===== src/rtl/cache_mem_interface.sv =====
// Memory-side stage behind cache_controller: refills and buffered write-backs
// become single-beat block transactions on the memory bus.
module cache_mem_interface #(
  parameter int unsigned ADDR_W   = 24,
  parameter int unsigned OFFSET_W = 4,
  parameter int unsigned WB_DEPTH = 4
) (
  input  logic                        clk,
  input  logic                        rst,
  input  logic                        allocate,
  input  logic                        write_back,
  input  logic [ADDR_W-1:0]           addr,
  input  logic [ADDR_W-1:0]           victim_addr,
  output logic                        mem_ready,
  output logic                        wb_full,
  output logic [$clog2(WB_DEPTH):0]   wb_count,
  output logic                        bus_req,
  output logic                        bus_we,
  output logic [ADDR_W-1:0]           bus_addr,
  input  logic                        bus_ack,
  output logic                        err_ovf
);

  localparam int unsigned PTR_W = $clog2(WB_DEPTH);
  localparam int unsigned CNT_W = PTR_W + 1;

  typedef enum logic [1:0] {IDLE, RD, RD_DONE, WB} state_e;

  state_e              state_q, state_d;
  logic [ADDR_W-1:0]   fifo_q [WB_DEPTH];
  logic [PTR_W-1:0]    rd_ptr_q, rd_ptr_d, wr_ptr_q, wr_ptr_d;
  logic [CNT_W-1:0]    count_q, count_d;
  logic                wb_full_q, wb_full_d;
  logic                rf_pend_q, rf_pend_d;
  logic [ADDR_W-1:0]   rf_addr_q, rf_addr_d;
  logic                mem_ready_q, mem_ready_d;
  logic                bus_req_q, bus_req_d, bus_we_q, bus_we_d;
  logic [ADDR_W-1:0]   bus_addr_q, bus_addr_d;
  logic                err_ovf_q, err_ovf_d;

  logic                push_c, pop_c, alloc_c, rf_avail_c, hazard_c;
  logic [ADDR_W-1:0]   push_addr_c, rf_addr_eff_c;

  function automatic logic [ADDR_W-1:0] align(input logic [ADDR_W-1:0] a);
    return {a[ADDR_W-1:OFFSET_W], OFFSET_W'(0)};
  endfunction

  // Next-state logic: capture, hazard detection, FSM and FIFO bookkeeping
  always_comb begin
    state_d     = state_q;
    rd_ptr_d    = rd_ptr_q;
    wr_ptr_d    = wr_ptr_q;
    rf_pend_d   = rf_pend_q;
    rf_addr_d   = rf_addr_q;
    mem_ready_d = 1'b0;
    bus_req_d   = bus_req_q;
    bus_we_d    = bus_we_q;
    bus_addr_d  = bus_addr_q;
    err_ovf_d   = err_ovf_q;
    pop_c       = 1'b0;
    hazard_c    = 1'b0;

    push_c        = write_back && !wb_full_q;
    push_addr_c   = align(victim_addr);
    alloc_c       = allocate && !rf_pend_q;
    rf_avail_c    = rf_pend_q || alloc_c;
    rf_addr_eff_c = rf_pend_q ? rf_addr_q : align(addr);

    if ((write_back && wb_full_q) || (allocate && rf_pend_q)) err_ovf_d = 1'b1;
    if (alloc_c) begin
      rf_pend_d = 1'b1;
      rf_addr_d = rf_addr_eff_c;
    end

    // Refill must not read a block still waiting to be written back
    for (int unsigned k = 0; k < WB_DEPTH; k++) begin
      if ((CNT_W'(k) < count_q) && (fifo_q[rd_ptr_q + PTR_W'(k)] == rf_addr_eff_c))
        hazard_c = 1'b1;
    end
    if (push_c && (push_addr_c == rf_addr_eff_c)) hazard_c = 1'b1;

    unique case (state_q)
      IDLE: begin
        if (rf_avail_c && !hazard_c) begin
          state_d    = RD;
          bus_req_d  = 1'b1;
          bus_we_d   = 1'b0;
          bus_addr_d = rf_addr_eff_c;
        end else if (count_q != '0) begin
          state_d    = WB;
          bus_req_d  = 1'b1;
          bus_we_d   = 1'b1;
          bus_addr_d = fifo_q[rd_ptr_q];
        end
      end
      RD: begin
        if (bus_ack) begin
          state_d     = RD_DONE;
          bus_req_d   = 1'b0;
          bus_we_d    = 1'b0;
          rf_pend_d   = 1'b0;
          mem_ready_d = 1'b1;
        end
      end
      RD_DONE: state_d = IDLE;
      WB: begin
        if (bus_ack) begin
          state_d   = IDLE;
          bus_req_d = 1'b0;
          bus_we_d  = 1'b0;
          pop_c     = 1'b1;
        end
      end
      default: state_d = IDLE;
    endcase

    if (push_c) wr_ptr_d = wr_ptr_q + PTR_W'(1);
    if (pop_c)  rd_ptr_d = rd_ptr_q + PTR_W'(1);
    count_d   = count_q + CNT_W'(push_c) - CNT_W'(pop_c);
    wb_full_d = (count_d == CNT_W'(WB_DEPTH));
  end

  always_ff @(posedge clk or posedge rst) begin
    if (rst) begin
      state_q     <= IDLE;
      rd_ptr_q    <= '0;
      wr_ptr_q    <= '0;
      count_q     <= '0;
      wb_full_q   <= 1'b0;
      rf_pend_q   <= 1'b0;
      rf_addr_q   <= '0;
      mem_ready_q <= 1'b0;
      bus_req_q   <= 1'b0;
      bus_we_q    <= 1'b0;
      bus_addr_q  <= '0;
      err_ovf_q   <= 1'b0;
    end else begin
      state_q     <= state_d;
      rd_ptr_q    <= rd_ptr_d;
      wr_ptr_q    <= wr_ptr_d;
      count_q     <= count_d;
      wb_full_q   <= wb_full_d;
      rf_pend_q   <= rf_pend_d;
      rf_addr_q   <= rf_addr_d;
      mem_ready_q <= mem_ready_d;
      bus_req_q   <= bus_req_d;
      bus_we_q    <= bus_we_d;
      bus_addr_q  <= bus_addr_d;
      err_ovf_q   <= err_ovf_d;
    end
  end

  // Write-back storage; validity is tracked by the pointers and count
  always_ff @(posedge clk or posedge rst) begin
    if (rst) begin
      for (int unsigned k = 0; k < WB_DEPTH; k++) fifo_q[k] <= '0;
    end else if (push_c) begin
      fifo_q[wr_ptr_q] <= push_addr_c;
    end
  end

  assign mem_ready = mem_ready_q;
  assign wb_full   = wb_full_q;
  assign wb_count  = count_q;
  assign bus_req   = bus_req_q;
  assign bus_we    = bus_we_q;
  assign bus_addr  = bus_addr_q;
  assign err_ovf   = err_ovf_q;

endmodule

===== config.mk =====
export PLATFORM = sky130hd
export DESIGN_NAME = cache_mem_interface
export DESIGN_NICKNAME = d
export VERILOG_FILES = /design/src/rtl/cache_mem_interface.sv
export SDC_FILE = /design/constraint.sdc
export NUM_CORES = 1
export LEC_CHECK = 0
export CAP_MARGIN = 10
export CELL_PAD_IN_SITES_DETAIL_PLACEMENT = 0
export CELL_PAD_IN_SITES_GLOBAL_PLACEMENT = 1
export CORE_ASPECT_RATIO = 1.2
export CORE_MARGIN = 1
export CORE_UTILIZATION = 49
export CTS_CLUSTER_DIAMETER = 120
export CTS_CLUSTER_SIZE = 10
export DETAILED_ROUTE_END_ITERATION = 10
export GPL_TIMING_DRIVEN = 0
export PLACE_DENSITY = 0.9
export SETUP_SLACK_MARGIN = 0.3
export SLEW_MARGIN = 0
export SYNTH_ARGS = -nofsm -noshare
export SYNTH_HDL_FRONTEND = slang
export SYNTH_SLANG_ARGS = --single-unit

===== constraint.sdc =====
create_clock -name clk -period 5.4 [get_ports clk]
set_input_delay 0.54 -clock clk [delete_from_list [all_inputs] [get_ports clk]]
set_output_delay 0.54 -clock clk [all_outputs]
set_load 0.03 [all_outputs]

==> impl_metrics.prom, run 1 <==
# TYPE chip_impl_metric gauge
chip_impl_metric{name="placement.setup.worst_slack",unit="ns"} 1.92
chip_impl_metric{name="report.final.setup_viol",unit=""} 0
chip_impl_metric{name="grt_max_degree",unit=""} 76
chip_impl_info{name="grt_setup_unrepaired",value="false"} 1
chip_impl_metric{name="min_period_over_period",unit="%"} 62.9
chip_impl_metric{name="reg2reg_depth",unit=""} 12
chip_impl_metric{name="netlist.area_leader.share",unit="%"} 37.8
chip_impl_metric{name="floorplan.core_area",unit="µm²"} 18900
chip_impl_info{name="yosys.cell_count.top_type",value="dfrtp_1"} 1
chip_impl_metric{name="grt_usage",unit="%"} 28.0
chip_impl_metric{name="worstHoldPathCells",unit=""} 1
chip_impl_metric{name="first_global_vias",unit=""} 6750
chip_impl_metric{name="floorplan.initialDensity",unit="%"} 50.2
chip_impl_metric{name="timing.critical_path.fanout_max",unit=""} 10
chip_impl_metric{name="synth_async_sr_flop_share",unit="%"} 100
chip_impl_metric{name="worst-endpoint-arrival",unit="ns"} 3.67
chip_impl_metric{name="finish.cell_count_without_fillers",unit=""} 1076
chip_impl_metric{name="area_growth_syn_to_layout",unit="%"} 18.3
chip_impl_metric{name="filler_cell_count",unit=""} 1529
chip_impl_metric{name="syn_area",unit="µm²"} 9460
chip_impl_info{name="cts_tree",value="done"} 1
chip_impl_metric{name="clock_skew",unit="ns"} 0.00859
chip_impl_metric{name="drtIter0Drc",unit=""} 699
chip_impl_metric{name="grt_pass1_wl",unit="mm"} 40.2
chip_impl_info{name="ctsRootBufferMaster",value="clkbuf_16"} 1
chip_impl_info{name="path_class",value="reg -> reg"} 1
chip_impl_info{name="hold_path_end",value="err_ovf"} 1
chip_impl_metric{name="worst_slew_margin_rel",unit="%"} 24.9
chip_impl_metric{name="setup_total_negative_slack",unit="ns"} 0
chip_impl_metric{name="timing.reg2reg.setup_slack",unit="ns"} 2.00
chip_impl_metric{name="final_layout_size_suffix_gt1_share",unit="%"} 31.6
chip_impl_metric{name="num_rows",unit=""} 55
chip_impl_info{name="reg2reg_to",value="state_q[0]"} 1
chip_impl_metric{name="timing.critical_path.required",unit="ns"} 5.68
chip_impl_metric{name="synth_enable_flop_cells",unit=""} 0
chip_impl_info{name="synth_top_cells_by_count",value="dfrtp_1, mux2_2, xnor2_1, mux4_2, nand2_1"} 1
chip_impl_metric{name="drt_first_pass_iters",unit=""} 5
chip_impl_info{name="min_from",value="err_ovf"} 1
chip_impl_metric{name="met1_usage",unit="%"} 34.5
chip_impl_metric{name="cts_inserted_buffers",unit=""} 17
chip_impl_info{name="holdCritPathClass",value="reg -> reg"} 1
chip_impl_metric{name="grt_antenna_before_repair",unit=""} 0
chip_impl_metric{name="synthesis.yosys.warnings",unit=""} 0
chip_impl_metric{name="die_x",unit="µm"} 129
chip_impl_metric{name="clk_pin_slew",unit="ns"} 0.06
chip_impl_metric{name="drv.max_cap_violation_count",unit=""} 0
chip_impl_metric{name="detail_route.drc_violations",unit=""} 0
chip_impl_metric{name="cts-hold-fix-buffers",unit=""} 0
chip_impl_metric{name="met3_usage_grt",unit="%"} 4.22
chip_impl_metric{name="max_freq",unit="GHz"} 0.294
chip_impl_metric{name="post_cts.repair.setup_buffers",unit=""} 0
chip_impl_metric{name="synth_seq_cells",unit=""} 143
chip_impl_metric{name="floorplan.die_area",unit="µm²"} 19900
chip_impl_metric{name="timing_worst_slew_pin_value",unit="ns"} 1.11
chip_impl_info{name="global_route.peak_usage_layer",value="met2"} 1
chip_impl_info{name="startpoint_type",value="flip-flop"} 1
chip_impl_metric{name="pwr_density_cell",unit="nW/µm²"} 780
chip_impl_metric{name="die_height",unit="µm"} 154
chip_impl_metric{name="cts.htree.levels",unit=""} 4
chip_impl_metric{name="globalplace.congestion",unit=""} 0.930
chip_impl_metric{name="met2_usage",unit="%"} 46.8
chip_impl_metric{name="port-buffer-count",unit=""} 76
chip_impl_info{name="timing.rr.start",value="rd_ptr_q[1]"} 1
chip_impl_metric{name="cts_num_sinks",unit=""} 143
chip_impl_metric{name="number_of_antenna_repair_diodes",unit=""} 0
chip_impl_metric{name="routed_wire_length_per_instance",unit="µm"} 24.5
chip_impl_metric{name="hpwlAfterDp",unit="mm"} 19.5
chip_impl_metric{name="vdd_ir_drop_max",unit="mV"} 0.363
chip_impl_metric{name="final_layout_net_count",unit=""} 871
chip_impl_info{name="postSynth.topFlopCell",value="dfrtp_1"} 1
chip_impl_metric{name="vias",unit=""} 6768
chip_impl_metric{name="timing.final.crit_period",unit="ns"} 3.40
chip_impl_metric{name="synth_area_per_cell",unit="µm²"} 13.3
chip_impl_metric{name="io-pin-count",unit=""} 85
chip_impl_info{name="crit_path_end_kind",value="flip-flop"} 1
chip_impl_metric{name="syn_inst",unit=""} 713
chip_impl_info{name="ys_top_cells_by_area",value="dfrtp_1, mux4_2, mux2_2"} 1
chip_impl_metric{name="setup_ws",unit="ns"} 2.00
chip_impl_info{name="run_status",value="complete, no violations"} 1
chip_impl_metric{name="insertion_delay",unit="ns"} 0.43
chip_impl_metric{name="gr-total-overflow",unit=""} 0
chip_impl_metric{name="post-place-cells",unit=""} 1046
chip_impl_metric{name="number_of_unique_standard_cell_types_used_by_synthesis",unit=""} 38
chip_impl_metric{name="routed_wirelength",unit="mm"} 26.3
chip_impl_metric{name="synth_fp_nets",unit=""} 775
chip_impl_metric{name="clock_path_buffers",unit=""} 2
chip_impl_metric{name="antenna_left",unit=""} 0
chip_impl_metric{name="finalHoldViolCount",unit=""} 0
chip_impl_metric{name="viasPerCell",unit=""} 6.29
chip_impl_metric{name="synth_seq_area_share",unit="%"} 37.8
chip_impl_metric{name="slew_violations",unit=""} 0
chip_impl_info{name="synth.largest_area_cell",value="dfrtp_1"} 1
chip_impl_metric{name="cts_resized",unit=""} 0
chip_impl_metric{name="static-leakage-power",unit="nW"} 4.29
[per-stage QoR]
step | hold WS, ns | util [%] | power [mW] | cell area, µm²
floorplan | 0.477 | - | 5.97 | 9460
global placement | 0.469 | 55.9 | 7.30 | 10500
detailed placement | 0.462 | 56.1 | 7.41 | 10600
CTS | 0.485 | 59.4 | 8.68 | 11200
global route | 0.491 | 59.4 | 9.09 | 11200
finish | 0.480 | 59.4 | 8.73 | 11200
[cells by family after synthesis]
logic type	after synthesis	share of synthesized area, %
compound gates	61	4.87
xor+xnor	105	9.72
fa+ha+maj	9	1.27
buf+inv	62	4.11
flops	143	37.8
mux	200	35.2
simple gates	133	7.04
[sequential cells by signal, summed over array words and instances (netlist names), 2 cells and up]
register / flops
state_q: 2
wb_count: 3
rf_addr_q: 24
rd_ptr_q: 2
bus_addr: 24
fifo_q: 80
wr_ptr_q: 2
[worst max-delay path, cell delays in order, from the launching register on]
cell      delay (ns)
dfrtp_1         0.34
buf_6           0.18
buf_4           0.26
buf_4           0.27
mux4_2          0.34
xnor2_1         0.18
nor4_1          0.40
nand4_1         0.20
o22ai_1         0.23
nand3_1         0.14
clkbuf_1        0.33
a21oi_1         0.26
o22ai_1         0.11
[per-layer routing]
layer | wire, µm | part of all wire [%]
met5 | 0 | 0
met1 | 10000 | 38
met2 | 13300 | 50
met3 | 1630 | 6.2
met4 | 1420 | 5.4
[how the worst max path moves through the flow]
stage / from / end / slack, ns
5_1_grt: rd_ptr_q[1] / state_q[0] / 1.89
2_1_floorplan: rst / bus_addr[0] / 1.02
3_3_place_gp: rst / fifo_q[93] / -1.03
4_1_cts: rd_ptr_q[1] / state_q[0] / 2.06
6_report: rd_ptr_q[1] / state_q[0] / 2.00
3_5_place_dp: addr[10] / state_q[0] / 1.92
[report_power, final]
group          switching, mW  leakage (nW)  total, mW  internal, mW
Combinational           2.63          2.26       5.32          2.69
Clock                  0.459         0.298       1.25         0.792
Sequential             0.568          1.72       2.16          1.59
[layout by cell type, fill, tap and decap left out, types with 2 or more instances in the layout]
cell type / count
clkbuf_8: 2
xor2_1: 12
clkbuf_16: 17
clkinv_4: 2
clkinv_2: 2
a21oi_1: 3
nor3_1: 6
clkinvlp_4: 2
nor4_1: 40
clkdlybuf4s50_1: 76
xnor2_1: 93
a22oi_1: 24
nand3_1: 5
nand4_1: 8
clkbuf_1: 25
a211o_1: 20
ha_1: 8
nand2_1: 54
o22ai_1: 3
nor2_1: 8
mux2i_4: 14
o21ai_0: 7
bufinv_16: 4
inv_1: 11
buf_6: 17
buf_2: 5
dfrtp_1: 143
mux4_2: 80
buf_4: 3
mux2i_2: 6
and2_1: 5
mux2_2: 100
[area by class of cell]
| cell class | instances | area (µm²) | share of cell area, % |
|---|---|---|---|
| multi-input cells | 508 | 5490 | 49.1 |
| flip-flops and latches | 143 | 3580 | 32.0 |
| plain buffers | 50 | 344 | 3.07 |
| clock buffers | 20 | 457 | 4.08 |
| clock inverters | 10 | 163 | 1.45 |
| inverters | 12 | 50.0 | 0.447 |
| repair buffers | 77 | 788 | 7.04 |
| well taps | 256 | 320 | 2.86 |
(Power assumes the default switching activity.)
==> run 2: changes to the inputs <==
- CORE_UTILIZATION: 49 -> 44
- PLACE_DENSITY: 0.9 -> 0.86
- clock period: 5.4 -> 2.8 ns (I/O delays scaled with it)
==> impl_metrics.prom, run 2 (same netlist as run 1, synthesis figures left out) <==
# TYPE chip_impl_metric gauge
chip_impl_info{name="run_status",value="finished with violations"} 1
chip_impl_info{name="failed_checks",value="setup timing"} 1
chip_impl_info{name="holdCritPathClass",value="in -> async"} 1
chip_impl_info{name="ctsRootBufferMaster",value="clkbuf_16"} 1
chip_impl_info{name="regMostFlops",value="fifo_q"} 1
chip_impl_metric{name="vdd_ir_drop_max",unit="mV"} 0.653
chip_impl_metric{name="timing.final.crit_period",unit="ns"} 3.03
chip_impl_metric{name="total_power",unit="mW"} 18.3
chip_impl_metric{name="insertion_delay",unit="ns"} 0.43
chip_impl_metric{name="io-pin-count",unit=""} 85
chip_impl_metric{name="largest_reg_flops",unit=""} 80
chip_impl_metric{name="pwr_density_cell",unit="nW/µm²"} 1540
chip_impl_metric{name="grt_max_degree",unit=""} 43
chip_impl_info{name="most_frequent_standard_cell_in_the_layout_excluding_fill_and_tap_cells",value="dfrtp_1"} 1
chip_impl_metric{name="clock_path_buffers",unit=""} 2
chip_impl_metric{name="grt_antenna_before_repair",unit=""} 0
chip_impl_metric{name="placement.setup.worst_slack",unit="ns"} -0.589
chip_impl_metric{name="hpwlAfterDp",unit="mm"} 19.6
chip_impl_metric{name="hold-worst-slack",unit="ns"} 0.262
chip_impl_metric{name="routed_wirelength",unit="mm"} 27.5
chip_impl_metric{name="min_period_over_period",unit="%"} 108
chip_impl_metric{name="cts_num_sinks",unit=""} 143
chip_impl_info{name="critical-path-slowest-cell",value="mux4_2"} 1
chip_impl_metric{name="clk_pin_slew",unit="ns"} 0.06
chip_impl_metric{name="worst_slew_margin_rel",unit="%"} 22.2
chip_impl_metric{name="timing_worst_slew_pin_value",unit="ns"} 1.15
chip_impl_metric{name="die_height",unit="µm"} 163
chip_impl_metric{name="max_freq",unit="GHz"} 0.330
chip_impl_metric{name="power_switching_share",unit="%"} 41.3
chip_impl_info{name="most-common-layout-cells",value="dfrtp_1, mux2_2, xnor2_1"} 1
chip_impl_metric{name="slew_violations",unit=""} 0
chip_impl_metric{name="floorplan.initialDensity",unit="%"} 44.9
chip_impl_metric{name="gr-total-overflow",unit=""} 0
chip_impl_metric{name="port-buffer-count",unit=""} 76
chip_impl_metric{name="number_of_antenna_repair_diodes",unit=""} 0
chip_impl_metric{name="grt_usage",unit="%"} 26.4
chip_impl_metric{name="drtIter0Drc",unit=""} 769
chip_impl_metric{name="critical_path_buf_inv_count",unit=""} 3
chip_impl_metric{name="largest_stage_delay_on_the_critical_path",unit="ns"} 0.56
chip_impl_metric{name="met3WireLength",unit="mm"} 2.01
chip_impl_info{name="cp_cell_sequence",value="buf_12 > buf_12 > mux4_2 > xnor2_4 > nor4_4 > nand4_1 > o22ai_2 > and3_4 > buf_6 > nor4_1 > a211o_1"} 1
chip_impl_metric{name="p_int",unit="mW"} 10.8
chip_impl_info{name="startpoint_type",value="flip-flop"} 1
chip_impl_info{name="worst_path_dominant_cell_family",value="simple AND/OR/NAND/NOR gates"} 1
chip_impl_metric{name="netSwitchingPower",unit="mW"} 7.57
chip_impl_metric{name="num_rows",unit=""} 58
chip_impl_info{name="crit_top_cell",value="buf_12"} 1
chip_impl_metric{name="die_x",unit="µm"} 136
chip_impl_metric{name="drt_first_pass_iters",unit=""} 7
chip_impl_metric{name="report.final.setup_viol",unit=""} 28
chip_impl_info{name="path_class",value="reg -> reg"} 1
chip_impl_metric{name="grt_pass1_wl",unit="mm"} 42.6
chip_impl_metric{name="setup_ws",unit="ns"} -0.235
chip_impl_metric{name="timing.critical_path.required",unit="ns"} 3.11
chip_impl_metric{name="clock_share_of_power",unit="%"} 14.3
chip_impl_metric{name="routed_wire_length_per_instance",unit="µm"} 24.3
chip_impl_metric{name="setup_total_negative_slack",unit="ns"} -5.05
chip_impl_metric{name="first_global_vias",unit=""} 7212
chip_impl_metric{name="area_growth_syn_to_layout",unit="%"} 26.1
chip_impl_metric{name="worst-endpoint-arrival",unit="ns"} 3.34
chip_impl_metric{name="dr_wl_met2",unit="mm"} 13.5
chip_impl_metric{name="viasPerCell",unit=""} 6.24
chip_impl_metric{name="cts-hold-fix-buffers",unit=""} 0
chip_impl_info{name="cts_tree",value="done"} 1
chip_impl_metric{name="final_layout_size_suffix_gt1_share",unit="%"} 36.9
chip_impl_metric{name="detail_route.drc_violations",unit=""} 0
chip_impl_metric{name="sequential_cell_fraction_of_total_power",unit="%"} 22.8
chip_impl_info{name="route.top_layer_used",value="met4"} 1
chip_impl_metric{name="globalplace.congestion",unit=""} 0.951
chip_impl_metric{name="cts_inserted_buffers",unit=""} 17
chip_impl_metric{name="timing.critical_path.fanout_max",unit=""} 10
chip_impl_info{name="grt_setup_unrepaired",value="true"} 1
chip_impl_metric{name="final_core_util",unit="%"} 56.7
chip_impl_metric{name="antenna_left",unit=""} 0
chip_impl_metric{name="final_layout_net_count",unit=""} 911
chip_impl_metric{name="drv.max_cap_violation_count",unit=""} 0
chip_impl_metric{name="static-leakage-power",unit="nW"} 4.61
chip_impl_metric{name="vias",unit=""} 7069
chip_impl_info{name="crit_path_end_kind",value="flip-flop"} 1
chip_impl_metric{name="finalHoldViolCount",unit=""} 0
chip_impl_metric{name="floorplan.die_area",unit="µm²"} 22100
chip_impl_metric{name="clock_skew",unit="ns"} 0.00902
chip_impl_metric{name="floorplan.core_area",unit="µm²"} 21000
chip_impl_metric{name="comb_power_share",unit="%"} 63.0
chip_impl_metric{name="cts.htree.levels",unit=""} 4
chip_impl_metric{name="post_route_met1_wirelength",unit="mm"} 10.4
-- run 2: through the flow --
stage,instance area [µm²],std cells
CTS,11800,1123
global placement,10600,1059
floorplan,9480,713
global route,11900,1132
finish,11900,1132
detailed placement,10600,1062
-- run 2: final cells by class --
class | count | area (µm²)
clock buffer | 21 | 460
multi-input combinational | 508 | 5620
clock inverter | 11 | 210
fill | 1701 | 9120
sequential | 143 | 3580
buffer | 50 | 508
tap | 270 | 338
inverter | 12 | 48.8
timing repair buffer | 117 | 1170
-- run 2: power by group through the flow --
| stage | registers (mW) | clock network (mW) | logic [mW] |
|---|---|---|---|
| after floorplan | 4.15 | 0 | 7.38 |
| after global placement | 4.08 | 0 | 10.1 |
| after detailed placement | 4.15 | 0 | 10.2 |
| after CTS | 4.12 | 2.63 | 11.2 |
| after global routing | 4.30 | 2.74 | 12.1 |
| final | 4.18 | 2.62 | 11.5 |
-- run 2: path summary, 6_finish.rpt --
check / depth (start not counted) / endpoint / start / slack [ns]
min in group clk: 2 / bus_req / bus_req / 0.48
min: 2 / fifo_q[60] / rst / 0.26
min reg2reg: 2 / bus_req / bus_req / 0.48
max: 11 / bus_addr[11] / rd_ptr_q[0] / -0.23
max in group asynchronous: 4 / fifo_q[45] / rst / 1.66
max reg2reg: 11 / bus_addr[11] / rd_ptr_q[0] / -0.23
-- run 2: what timing repair did --
item,in CTS,in global routing
setup endpoints to repair,28,29
setup buffers,29,9
resized for setup,49,10
pin swaps,8,7
-- run 2: metal layers --
metal  track usage [%]  up-vias
met2              43.5      399
met4              15.2        0
met5                 0        -
met1              32.2     3581
met3              5.07       93
li1                  -     2996
